$ cat src/rtl/flag_unit.sv
// Z/V/N flag producer for branch resolution: registers flags from the EX result
// per opcode class and interlocks a conditional branch in ID on a pending flag write.
module flag_unit #(
  parameter int unsigned CNT_W = 16
) (
  input  logic             clk,
  input  logic             rst,
  input  logic             ex_valid,
  input  logic             ex_hold,
  input  logic             ex_flush,
  input  logic [3:0]       ex_opcode,
  input  logic [15:0]      ex_result,
  input  logic             ex_ovfl,
  input  logic             id_branch,
  input  logic [2:0]       id_ccc,
  output logic [2:0]       F,
  output logic             flag_stall,
  output logic [CNT_W-1:0] stall_cnt
);

  typedef enum logic [0:0] {StIdle, StWait} state_e;

  state_e           state_q, state_d;
  logic [2:0]       f_q, f_d;
  logic [CNT_W-1:0] cnt_q, cnt_d;
  logic             wr_zvn, wr_z, wr_any, we, hz;

  // Opcode class decode: ADD/SUB write all flags, logic/shift ops write Z only.
  always_comb begin
    wr_zvn = 1'b0;
    wr_z   = 1'b0;
    case (ex_opcode)
      4'b0000, 4'b0001:                   wr_zvn = 1'b1;
      4'b0010, 4'b0100, 4'b0101, 4'b0110: wr_z   = 1'b1;
      default: ;
    endcase
  end

  assign wr_any = wr_zvn | wr_z;
  assign we     = ex_valid & ~ex_hold & ~ex_flush & wr_any;
  assign hz     = id_branch & (id_ccc != 3'b111) & ex_valid & ~ex_flush & wr_any;

  always_comb begin
    f_d = f_q;
    if (we) begin
      f_d[2] = (ex_result == 16'h0000);
      if (wr_zvn) begin
        f_d[1] = ex_ovfl;
        f_d[0] = ex_result[15];
      end
    end
  end

  always_ff @(posedge clk or posedge rst) begin
    if (rst) begin
      state_q <= StIdle;
    end else begin
      state_q <= state_d;
    end
  end

  // A held producer keeps the FSM in idle so each held cycle adds one stall.
  always_comb begin
    state_d = state_q;
    unique case (state_q)
      StIdle:  state_d = (hz && !ex_hold) ? StWait : StIdle;
      StWait:  state_d = hz ? StWait : StIdle;
      default: state_d = StIdle;
    endcase
  end

  // Gated by rst so an asserted reset drops the stall before any clock edge.
  always_comb begin
    flag_stall = 1'b0;
    unique case (state_q)
      StIdle:  flag_stall = hz & ~rst;
      StWait:  flag_stall = hz & ~rst;
      default: flag_stall = 1'b0;
    endcase
  end

  always_comb begin
    cnt_d = cnt_q;
    if (flag_stall && (cnt_q != {CNT_W{1'b1}})) begin
      cnt_d = cnt_q + CNT_W'(1);
    end
  end

  always_ff @(posedge clk or posedge rst) begin
    if (rst) begin
      f_q   <= 3'b000;
      cnt_q <= '0;
    end else begin
      f_q   <= f_d;
      cnt_q <= cnt_d;
    end
  end

  assign F         = f_q;
  assign stall_cnt = cnt_q;

endmodule

$ cat config.mk
export PLATFORM = sky130hd
export DESIGN_NAME = flag_unit
export DESIGN_NICKNAME = d
export VERILOG_FILES = /design/src/rtl/flag_unit.sv
export SDC_FILE = /design/constraint.sdc
export NUM_CORES = 1
export LEC_CHECK = 0
export CORE_MARGIN = 2
export CORE_UTILIZATION = 42
export DETAILED_ROUTE_END_ITERATION = 7
export PLACE_DENSITY = 0.84
export SYNTH_ARGS = -nofsm -noshare
export SYNTH_HDL_FRONTEND = slang
export SYNTH_SLANG_ARGS = --single-unit
$ cat constraint.sdc
create_clock -name clk -period 3.3 [get_ports clk]
set_input_delay 0.33 -clock clk [delete_from_list [all_inputs] [get_ports clk]]
set_output_delay 0.33 -clock clk [all_outputs]
set_load 0.05 [all_outputs]
==> metrics.md, run 1 <==
| Metric | Value |
|---|---|
| Fin. Hold Viols | 0 |
| EDFF count, synth | 0 |
| CTS max path bufs | 2 |
| Total track usage | 19.04% |
| Worst R2R Start | stall_cnt[0] |
| Die footprint | 2699 µm² |
| Fin crit share | 77.66% |
| Worst Setup Path Type | in2out |
| Flop-to-flop setup slack | 1580 ps |
| # DRC | 0 |
| Max Freq | 0.3902 GHz |
| Number of buffers added on ports | 49 |
| Postcts setup bufs | 0 |
| Number of I/O pins | 50 |
| CTS tree | yes |
| Post-synthesis cell area | 965.9 µm² |
| Vias in the first global route | 855 |
| Syn_nets | 118 |
| H-tree lvl count | 1 |
| Worst skew pair latency | 290 ps |
| Critical R2R Capture | stall_cnt[1] |
| DP HPWL | 1897 µm |
| Initial core utilization | 44.09% |
| # clock sinks | 19 |
| Post-synthesis register bit count | 19 |
| Crit start category | input pin |
| Global-route wire length before repair | 3719 µm |
| CTS clk-pin slew, worst paths | 110 ps |
| Initial DRC Count | 19 |
| Initial antenna violation count | 0 |
| Nets@finish | 172 |
| Main flop type after synthesis | dfrtp_1 |
| Syn Inst Count | 87 |
| Initial DRT Pass Iterations | 4 |
| Hold_ws | 461.1 ps |
| YS warnings | 0 |
| Post-synthesis sequential area ratio | 49.22% |
| RSZ-0062 raised after global routing | false |
| Worst hold path class | in2async |
| # setup viols final | 0 |
| Worst vdd ir | 0.0003979 V |
| Die height | 51.96 µm |
| Largest net degree at the start of global routing | 20 |
| Row count | 17 |
| Tmin final | 2563 ps |
| Run status | completed |
| Clk root buf | clkbuf_4 |
| Overflow after GRT | 0 |
| Die W | 51.96 µm |
| MaxCap Viol Count | 0 |
| Layout cells sized above 1 | 9.286% |
| Post-CTS Resized | 0 |
| Max_slew headroom | 54.89% |
| Post-Route WL | 2372 µm |
| Cells on worst reg2reg path | 5 |
| Setup crit end kind | output port |
| Worst-margin pin slew | 675.9 ps |
| Slew Limit Fails | 0 |
| Asr flop ratio synth | 100.0% |
| Routability cong. | 0.7860 |
| Unique masters post-synth | 25 |
| Leak Pwr | 0.0005903 µW |
| Clk_skew | 5.659 ps |
| Final core utilization | 69.33% |
| Vias/cell | 5.423 |
| Area Growth Syn to Fin | 57.25% |
| Final ANT Viol Nets | 0 |
| Setup TNS | 0 ps |
| Crit-path max FO | 7 |
| Worst endpoint data arrival time | 2230 ps |
| Routed len/inst | 14.12 µm |
| CTS Buf Count | 3 |
| Power density over the cells | 362.0 nW/µm² |
| Routed via count | 911 |
| Avg Cell Area, Syn | 11.10 µm² |
| Core area | 2191 µm² |
| CP required | 2970 ps |
| Inserted Diodes | 0 |
| Post-CTS Hold Fix Bufs | 0 |
==> how the worst max path moves through the flow <==
stage                     slack (ps)       endpoint    startpoint  cells after the start
after CTS                        750     flag_stall  ex_opcode[1]                      5
after floorplan                 1390  stall_cnt[14]  stall_cnt[0]                      5
after global placement           800     flag_stall  ex_opcode[1]                      5
after detailed placement         750     flag_stall  ex_opcode[1]                      5
after global routing             670     flag_stall  ex_opcode[1]                      5
final                            740     flag_stall  ex_opcode[1]                      5
==> critical path, cell delays in order <==
cell,delay [ps]
clkdlybuf4s50_1,470
a211oi_4,320
nand4_4,210
inv_1,100
clkdlybuf4s50_1,800
==> synth_stat cells, types with 2 or more instances <==
cell     number  share of area (%)
inv_1         2               0.78
nor3_1        2                1.0
nand4_1       8                5.2
and4_1        2                1.8
nor3_2        2                2.1
xnor2_1       9                8.2
nor4_1        6                3.9
o21ai_0       3                1.6
nand3_1       7                3.6
nor2_1        5                1.9
dfrtp_1      19                 49
nand2_1       5                1.9
xor2_1        3                2.7
mux2_2        3                3.5
==> final cells by class <==
class,count,area (µm²)
repair buffers,49,490.5
clock buffers,3,22.52
clock inverters,1,5.005
inverters,2,7.507
well taps,28,35.03
multi-input cells,66,483.0
fillers,165,671.9
flip-flops and latches,19,475.5
==> logic make-up after synthesis <==
kind of cell	Yosys count	share of synthesized area, %
fa+ha+maj	1	1.295
simple gates	42	27.85
xor+xnor	12	10.88
mux	3	3.497
flops	19	49.22
buf+inv	2	0.7775
compound gates	8	6.477
==> cell usage in the layout, fill, tap and decap left out <==
master / synthesis / final
a211oi_4: 1 / 1
a21oi_1: 1 / 1
a21oi_2: 1 / 1
a31oi_1: 1 / 1
and3_1: 1 / 1
and4_1: 2 / 2
clkbuf_4: 0 / 3
clkdlybuf4s50_1: 0 / 49
clkinv_2: 0 / 1
dfrtp_1: 19 / 19
ha_1: 1 / 1
inv_1: 2 / 2
mux2_2: 3 / 3
nand2_1: 5 / 5
nand3_1: 7 / 7
nand4_1: 8 / 8
nand4_4: 1 / 1
nor2_1: 5 / 5
nor2b_1: 1 / 1
nor3_1: 2 / 2
nor3_2: 2 / 2
nor4_1: 6 / 6
nor4_4: 1 / 1
o21ai_0: 3 / 3
o31ai_1: 1 / 1
or2_1: 1 / 1
xnor2_1: 9 / 9
xor2_1: 3 / 3
==> power breakdown <==
group	switching (µW)	internal (µW)	leakage [µW]
Clock	69.1	45.1	0.0000177
Sequential	19.7	250	0.000260
Combinational	92.0	74.2	0.000312
Total	181	369	0.000590
==> flip-flops by register name, indices dropped and copies added (netlist names) <==
signal / cells
stall_cnt: 16
F: 3
==> metrics by stage <==
stage | instance area [µm²] | std cells | setup slack (ps) | power [µW]
5_1_grt | 1519 | 168 | 665.8 | 578.7
2_1_floorplan | 965.9 | 87 | 1394 | 360.3
6_report | 1519 | 168 | 737.3 | 549.9
4_1_cts | 1519 | 168 | 748.3 | 556.0
3_3_place_gp | 1491 | 164 | 798.9 | 438.2
3_5_place_dp | 1491 | 164 | 754.1 | 440.4
==> routing by layer <==
metal / track usage (%) / wire length [µm] / up-vias
li1: - / - / 433
met1: 22.76 / 920 / 430
met2: 31.01 / 1127 / 44
met3: 5.747 / 283 / 4
met4: 9.211 / 40 / 0
met5: 0 / 0 / -
Note: power is estimated with default switching activity, not from simulation.
==> run 2, diff against run 1 <==
--- a/config.mk
+++ b/config.mk
@@ -6,9 +6,9 @@
 export NUM_CORES = 1
 export LEC_CHECK = 0
 export CORE_MARGIN = 2
-export CORE_UTILIZATION = 42
+export CORE_UTILIZATION = 39
 export DETAILED_ROUTE_END_ITERATION = 7
-export PLACE_DENSITY = 0.84
+export PLACE_DENSITY = 0.79
 export SYNTH_ARGS = -nofsm -noshare
 export SYNTH_HDL_FRONTEND = slang
 export SYNTH_SLANG_ARGS = --single-unit
==> constraint.sdc (replaced) <==
create_clock -name clk -period 2.4 [get_ports clk]
set_input_delay 0.24 -clock clk [delete_from_list [all_inputs] [get_ports clk]]
set_output_delay 0.24 -clock clk [all_outputs]
set_load 0.05 [all_outputs]
==> metrics.md, run 2 (same netlist as run 1, synthesis figures left out) <==
| Metric | Value |
|---|---|
| Initial antenna violation count | 0 (unchanged) |
| Worst skew pair latency | 300 ps (about the same) |
| Cell family with most CP delay | buffers and inverters |
| RSZ-0062 raised after global routing | false |
| Run status | completed |
| Cells along the critical path | clkdlybuf4s50_1 |
| Power density over the cells | 496.2 nW/µm² (+37%) |
| Overflow after GRT | 0 (unchanged) |
| Critical R2R Capture | stall_cnt[1] |
| Initial core utilization | 40.08% (-4.0 points) |
| # clock sinks | 19 (unchanged) |
| Worst endpoint data arrival time | 1610 ps (-620 ps) |
| Clk root buf | clkbuf_4 |
| Routability cong. | 0.7540 (-4.1%) |
| Commonest non-fill, non-tap cell in the layout | clkdlybuf4s50_1 |
| Tmin final | 1846 ps |
| CTS clk-pin slew, worst paths | 100 ps (about the same) |
| Setup crit end kind | output port |
| Final core utilization | 63.50% (-5.8 points) |
| Number of buffers added on ports | 49 (unchanged) |
| CTS tree | yes |
| Largest register FFs | 16 (unchanged) |
| Worst R2R Start | stall_cnt[0] |
| Initial DRT Pass Iterations | 2 (-2) |
| Crit start category | register |
| Final ANT Viol Nets | 0 (unchanged) |
| Crit-path max FO | 7 (unchanged) |
| Max_slew headroom | 54.03% (-0.85 points) |
| Post-CTS Hold Fix Bufs | 0 (unchanged) |
| Placed insts | 166 (+1.2%) |
| Row count | 18 (+1) |
| Slew Limit Fails | 0 (unchanged) |
| Largest net degree at the start of global routing | 20 (unchanged) |
| Most frequent cells in the layout | clkdlybuf4s50_1, dfrtp_1, xnor2_1 |
| Layout cells sized above 1 | 9.286% (unchanged) |
| Routed via count | 862 (-5.4%) |
| Clk_skew | 0.8407 ps (-4.818 ps) |
| Non-filler instance count after layout | 170 (+1.2%) |
| DP HPWL | 1825 µm (-3.8%) |
| Worst-margin pin slew | 688.7 ps (+12.78 ps) |
| Cells on worst reg2reg path | 5 (unchanged) |
| Leak Pwr | 0.0005923 µW (+0.34%) |
| Routed len/inst | 13.02 µm (-7.8%) |
| Core area | 2410 µm² (+10%) |
| # setup viols final | 0 (unchanged) |
| Inserted Diodes | 0 (unchanged) |
| Worst Path Buf+Inv | 1 (-2) |
| MaxCap Viol Count | 0 (unchanged) |
| CTS max path bufs | 2 (unchanged) |
| Nets@finish | 172 (unchanged) |
| Largest stage delay, worst path | 850 ps (+50 ps) |
| Total track usage | 16.92% (-2.1 points) |
| Flop-to-flop setup slack | 710 ps (-870 ps) |
| Max Freq | 0.5416 GHz |
| CTS Buf Count | 3 (unchanged) |
| Number of I/O pins | 50 (unchanged) |
| Initial DRC Count | 5 (-14) |
| Worst vdd ir | 0.0004272 V (+7.4%) |
| Setup TNS | 0 ps (unchanged) |
| Postcts setup bufs | 0 (unchanged) |
| Die height | 53.77 µm (+3.5%) |
| Vias/cell | 5.071 (-6.5%) |
| Area Growth Syn to Fin | 58.42% |
| Die W | 53.77 µm (+3.5%) |
| Slowest cell on crit path | clkdlybuf4s50_1 |
| Post-CTS Resized | 0 (unchanged) |
| Post-Route WL | 2214 µm (-6.7%) |
| # DRC | 0 (unchanged) |
| Vias in the first global route | 807 (-5.6%) |
| CP required | 2160 ps (-810 ps) |
| Worst hold path class | in2async |
| Worst Setup Path Type | reg2out |
| Die footprint | 2891 µm² (+7.1%) |
| H-tree lvl count | 1 (unchanged) |
| Fin crit share | 76.93% |
| Fin. Hold Viols | 0 (unchanged) |
| Global-route wire length before repair | 3532 µm (-5.0%) |
run 2: cell types whose count changed in the layout (fill, tap and decap cells not counted):
cell and change:
buf_12 +1, clkbuf_1 +1, clkdlybuf4s50_1 -1, clkinv_2 -1
run 2: worst max-delay path by stage:
stage,startpoint,endpoint,cells past startpoint
2_1_floorplan,stall_cnt[0],stall_cnt[14],5
3_3_place_gp,ex_opcode[1],F[1],5
3_5_place_dp,ex_opcode[1],F[1],5
4_1_cts,stall_cnt[8],stall_cnt[8],1
5_1_grt,stall_cnt[8],stall_cnt[8],1
6_report,stall_cnt[8],stall_cnt[8],1
run 2: area by class of cell:
cell class | instances | area (µm²)
clock buffer | 4 | 26.28
tap | 30 | 37.54
inverter | 2 | 7.507
timing repair buffer | 49 | 500.5
multi-input combinational | 66 | 483.0
fill | 206 | 879.6
sequential | 19 | 475.5
run 2: power breakdown:
group,internal (µW),switching [µW],total [µW]
Sequential,344,26.9,370
Combinational,103,126,229
Clock,64.9,95.4,160
run 2: stage by stage:
| stage | setup WS (ps) | hold slack (ps) | area [µm²] | total power, µW |
|---|---|---|---|---|
| after floorplan | 494.4 | 191.1 | 965.9 | 495.5 |
| after global placement | 326.0 | 492.4 | 1504 | 603.3 |
| after detailed placement | 289.9 | 499.0 | 1504 | 607.4 |
| after CTS | 547.3 | 401.8 | 1530 | 767.0 |
| after global routing | 475.8 | 447.4 | 1530 | 800.5 |
| final | 553.7 | 372.0 | 1530 | 759.3 |
run 2: per-layer routing:
layer / vias up / wire length (µm) / global-route usage, %
met3: 5 / 167 / 3.056
met1: 399 / 933 / 21.83
met2: 25 / 1068 / 26.83
met5: - / 0 / 0
li1: 433 / - / -
met4: 0 / 44 / 8.974
run 2: worst reg2reg max path, cell delays in order, from the launching register on:
cell     delay, ps
dfrtp_1        440
ha_1           240
nand3_1        210
nor2_1          80
a21oi_2        250
mux2_2         360
==> run 3, diff against run 2 <==
--- a/config.mk
+++ b/config.mk
@@ -6,9 +6,9 @@
 export NUM_CORES = 1
 export LEC_CHECK = 0
 export CORE_MARGIN = 2
-export CORE_UTILIZATION = 39
+export CORE_UTILIZATION = 35
 export DETAILED_ROUTE_END_ITERATION = 7
-export PLACE_DENSITY = 0.79
+export PLACE_DENSITY = 0.75
 export SYNTH_ARGS = -nofsm -noshare
 export SYNTH_HDL_FRONTEND = slang
 export SYNTH_SLANG_ARGS = --single-unit
==> constraint.sdc (replaced) <==
create_clock -name clk -period 1.53 [get_ports clk]
set_input_delay 0.153 -clock clk [delete_from_list [all_inputs] [get_ports clk]]
set_output_delay 0.153 -clock clk [all_outputs]
set_load 0.05 [all_outputs]
==> metrics.md, run 3 (same netlist as run 1, synthesis figures left out) <==
| Metric | Value |
|---|---|
| Run status | finished, violations left |
| Violated checks | negative setup slack |
| Max Freq | 0.6478 GHz |
| Die footprint | 3196 µm² (+11%) |
| Largest stage delay, worst path | 430 ps (-420 ps) |
| # clock sinks | 19 (unchanged) |
| DP Area | 1630 µm² (+8.4%) |
| DP HPWL | 2154 µm (+18%) |
| Final instance area | 1787 µm² (+17%) |
| Layout cells sized above 1 | 50.30% (+41 points) |
| Worst Setup Path Type | reg2reg |
| Tmin final | 1544 ps |
| Register area | 495.5 µm² (+4.2%) |
| Core area | 2686 µm² (+11%) |
| Vias/cell | 5.200 (+2.6%) |
| Die W | 56.54 µm (+5.2%) |
| Fin. Hold Viols | 0 (unchanged) |
| Initial DRC Count | 54 (+49) |
| Fin crit share | 100.9% |
| Inserted Diodes | 0 (unchanged) |
| Power density over the cells | 728.6 nW/µm² (+47%) |
| Initial antenna violation count | 0 (unchanged) |
| Routed len/inst | 14.77 µm (+13%) |
| Post-Route WL | 2953 µm (+33%) |
| Final ANT Viol Nets | 0 (unchanged) |
| Routed via count | 1,040 (+21%) |
| CP required | 1780 ps (-380 ps) |
| CTS Buf Count | 3 (unchanged) |
| Crit start category | register |
| Worst endpoint data arrival time | 1790 ps (+180 ps) |
| H-tree lvl count | 1 (unchanged) |
| Leak Pwr | 0.0007687 µW (+30%) |
| Setup crit end kind | register |
| RSZ-0062 raised after global routing | true |
| Cells along the critical path | ha_4 > nand3_4 > buf_4 > nor3_1 > nor3_4 > nand3_1 > xnor2_1 |
| Crit-path max FO | 5 (-2) |
| CTS max path bufs | 2 (unchanged) |
| Number of buffers added on ports | 49 (unchanged) |
| Total track usage | 18.91% (+2.0 points) |
| Vias in the first global route | 1,081 (+34%) |
| Routability cong. | 0.8055 (+6.8%) |
| Number of I/O pins | 50 (unchanged) |
| CTS clk-pin slew, worst paths | 120 ps (+20 ps) |
| Nets@finish | 201 (+17%) |
| Clk root buf | clkbuf_4 |
| Overflow after GRT | 0 (unchanged) |
| Clk_skew | 3.922 ps (+3.081 ps) |
| Row count | 19 (+1) |
| Worst vdd ir | 0.0005093 V (+19%) |
| Flop-to-flop setup slack | -10 ps (-720 ps) |
| # setup viols final | 1 (+1) |
| Area Growth Syn to Fin | 84.97% |
| Largest register FFs | 16 (unchanged) |
| Global-route wire length before repair | 4781 µm (+35%) |
| Commonest non-fill, non-tap cell in the layout | buf_4 |
| CTS tree | yes |
| Cells on worst reg2reg path | 7 (+2) |
| Largest net degree at the start of global routing | 20 (unchanged) |
| Area of the multi-input gates | 541.8 µm² (+12%) |
| Slew Limit Fails | 0 (unchanged) |
| Worst-margin pin slew | 408.5 ps (-280.2 ps) |
| Worst setup slack after layout | -13.78 ps (-567.5 ps) |
| # DRC | 0 (unchanged) |
| Most frequent cells in the layout | buf_4, clkdlybuf4s50_1, dfrtp_2 |
| Slowest cell on crit path | dfrtp_2 |
| Max_slew headroom | 72.56% (+19 points) |
| Worst skew pair latency | 320 ps (+20 ps) |
| Worst hold path class | in2async |
| Worst R2R Start | stall_cnt[1] |
| Hold_ws | 308.3 ps (-63.71 ps) |
| Critical R2R Capture | stall_cnt[9] |
| Die height | 56.54 µm (+5.2%) |
| Initial DRT Pass Iterations | 5 (+3) |
| Initial core utilization | 35.96% (-4.1 points) |
| FILL cells | 205 (-0.49%) |
| MaxCap Viol Count | 0 (unchanged) |
run 3: changes by cell type in the layout (fill, tap and decap cells not counted), sizes merged:
cell / before / now
clkbuf: 4 / 3
buf: 1 / 49
dlygate4sd2: 0 / 3
clkdlybuf4s50: 48 / 25
clkinvlp: 0 / 1
dlymetal6s2s: 0 / 1
run 3: layer usage:
layer  track usage, %  wire [µm]  up-vias
met4            5.102         54        0
li1                 -          -      494
met3            4.378        272        7
met2            33.89       1471       51
met5                0          0        -
met1            22.49       1155      488
run 3: how the worst max path moves through the flow:
stage | from | cells past startpoint | end
2_1_floorplan | stall_cnt[1] | 5 | stall_cnt[13]
3_3_place_gp | ex_opcode[1] | 6 | stall_cnt[14]
3_5_place_dp | ex_opcode[1] | 6 | stall_cnt[10]
4_1_cts | stall_cnt[1] | 6 | stall_cnt[10]
5_1_grt | stall_cnt[0] | 6 | stall_cnt[14]
6_report | stall_cnt[1] | 7 | stall_cnt[9]
run 3: area by class of cell:
| type | count | share of cell area [%] |
|---|---|---|
| timing repair buffer | 78 | 37.68 |
| multi-input combinational | 66 | 30.32 |
| sequential | 19 | 27.73 |
| tap | 31 | 2.171 |
| clock buffer | 3 | 1.261 |
| clock inverter | 1 | 0.4202 |
| inverter | 2 | 0.4202 |
run 3: per-stage QoR:
stage               TNS (ps)  power (µW)  setup WS [ps]  util [%]  std cells
global placement       -5289       995.9         -363.5     60.69        185
finish                -13.78        1302         -13.78     66.51        200
CTS                   -1.667        1293         -1.667     64.51        197
detailed placement     -5949        1019         -408.4     60.69        185
global route          -602.2        1356         -126.5     66.51        200
floorplan             -391.6       802.5         -78.60         -         87
run 3: worst max-delay path: cells and delay by family, from the launching register on:
kind / cells / cell delay, ps
buffers and inverters: 1 / 140
and+or+nand+nor: 4 / 640
adders and majority gates: 1 / 160
xor gates and xnor gates: 1 / 120
DFF: 1 / 430
run 3: report_power, final:
part           switching, µW  internal, µW  total (µW)
Sequential              46.2           544         591
Combinational            231           204         436
Clock                    176           100         276
run 3: repair_timing:
action / 4_1_cts / 5_1_grt
endpoints found under the setup margin: 12 / 12
resized for setup: 7 / 7
cloned: 0 / 0
hold buffers: 0 / 0
pin swaps: 5 / 10
hold endpoints to repair: 0 / 0
setup buffers: 8 / 3
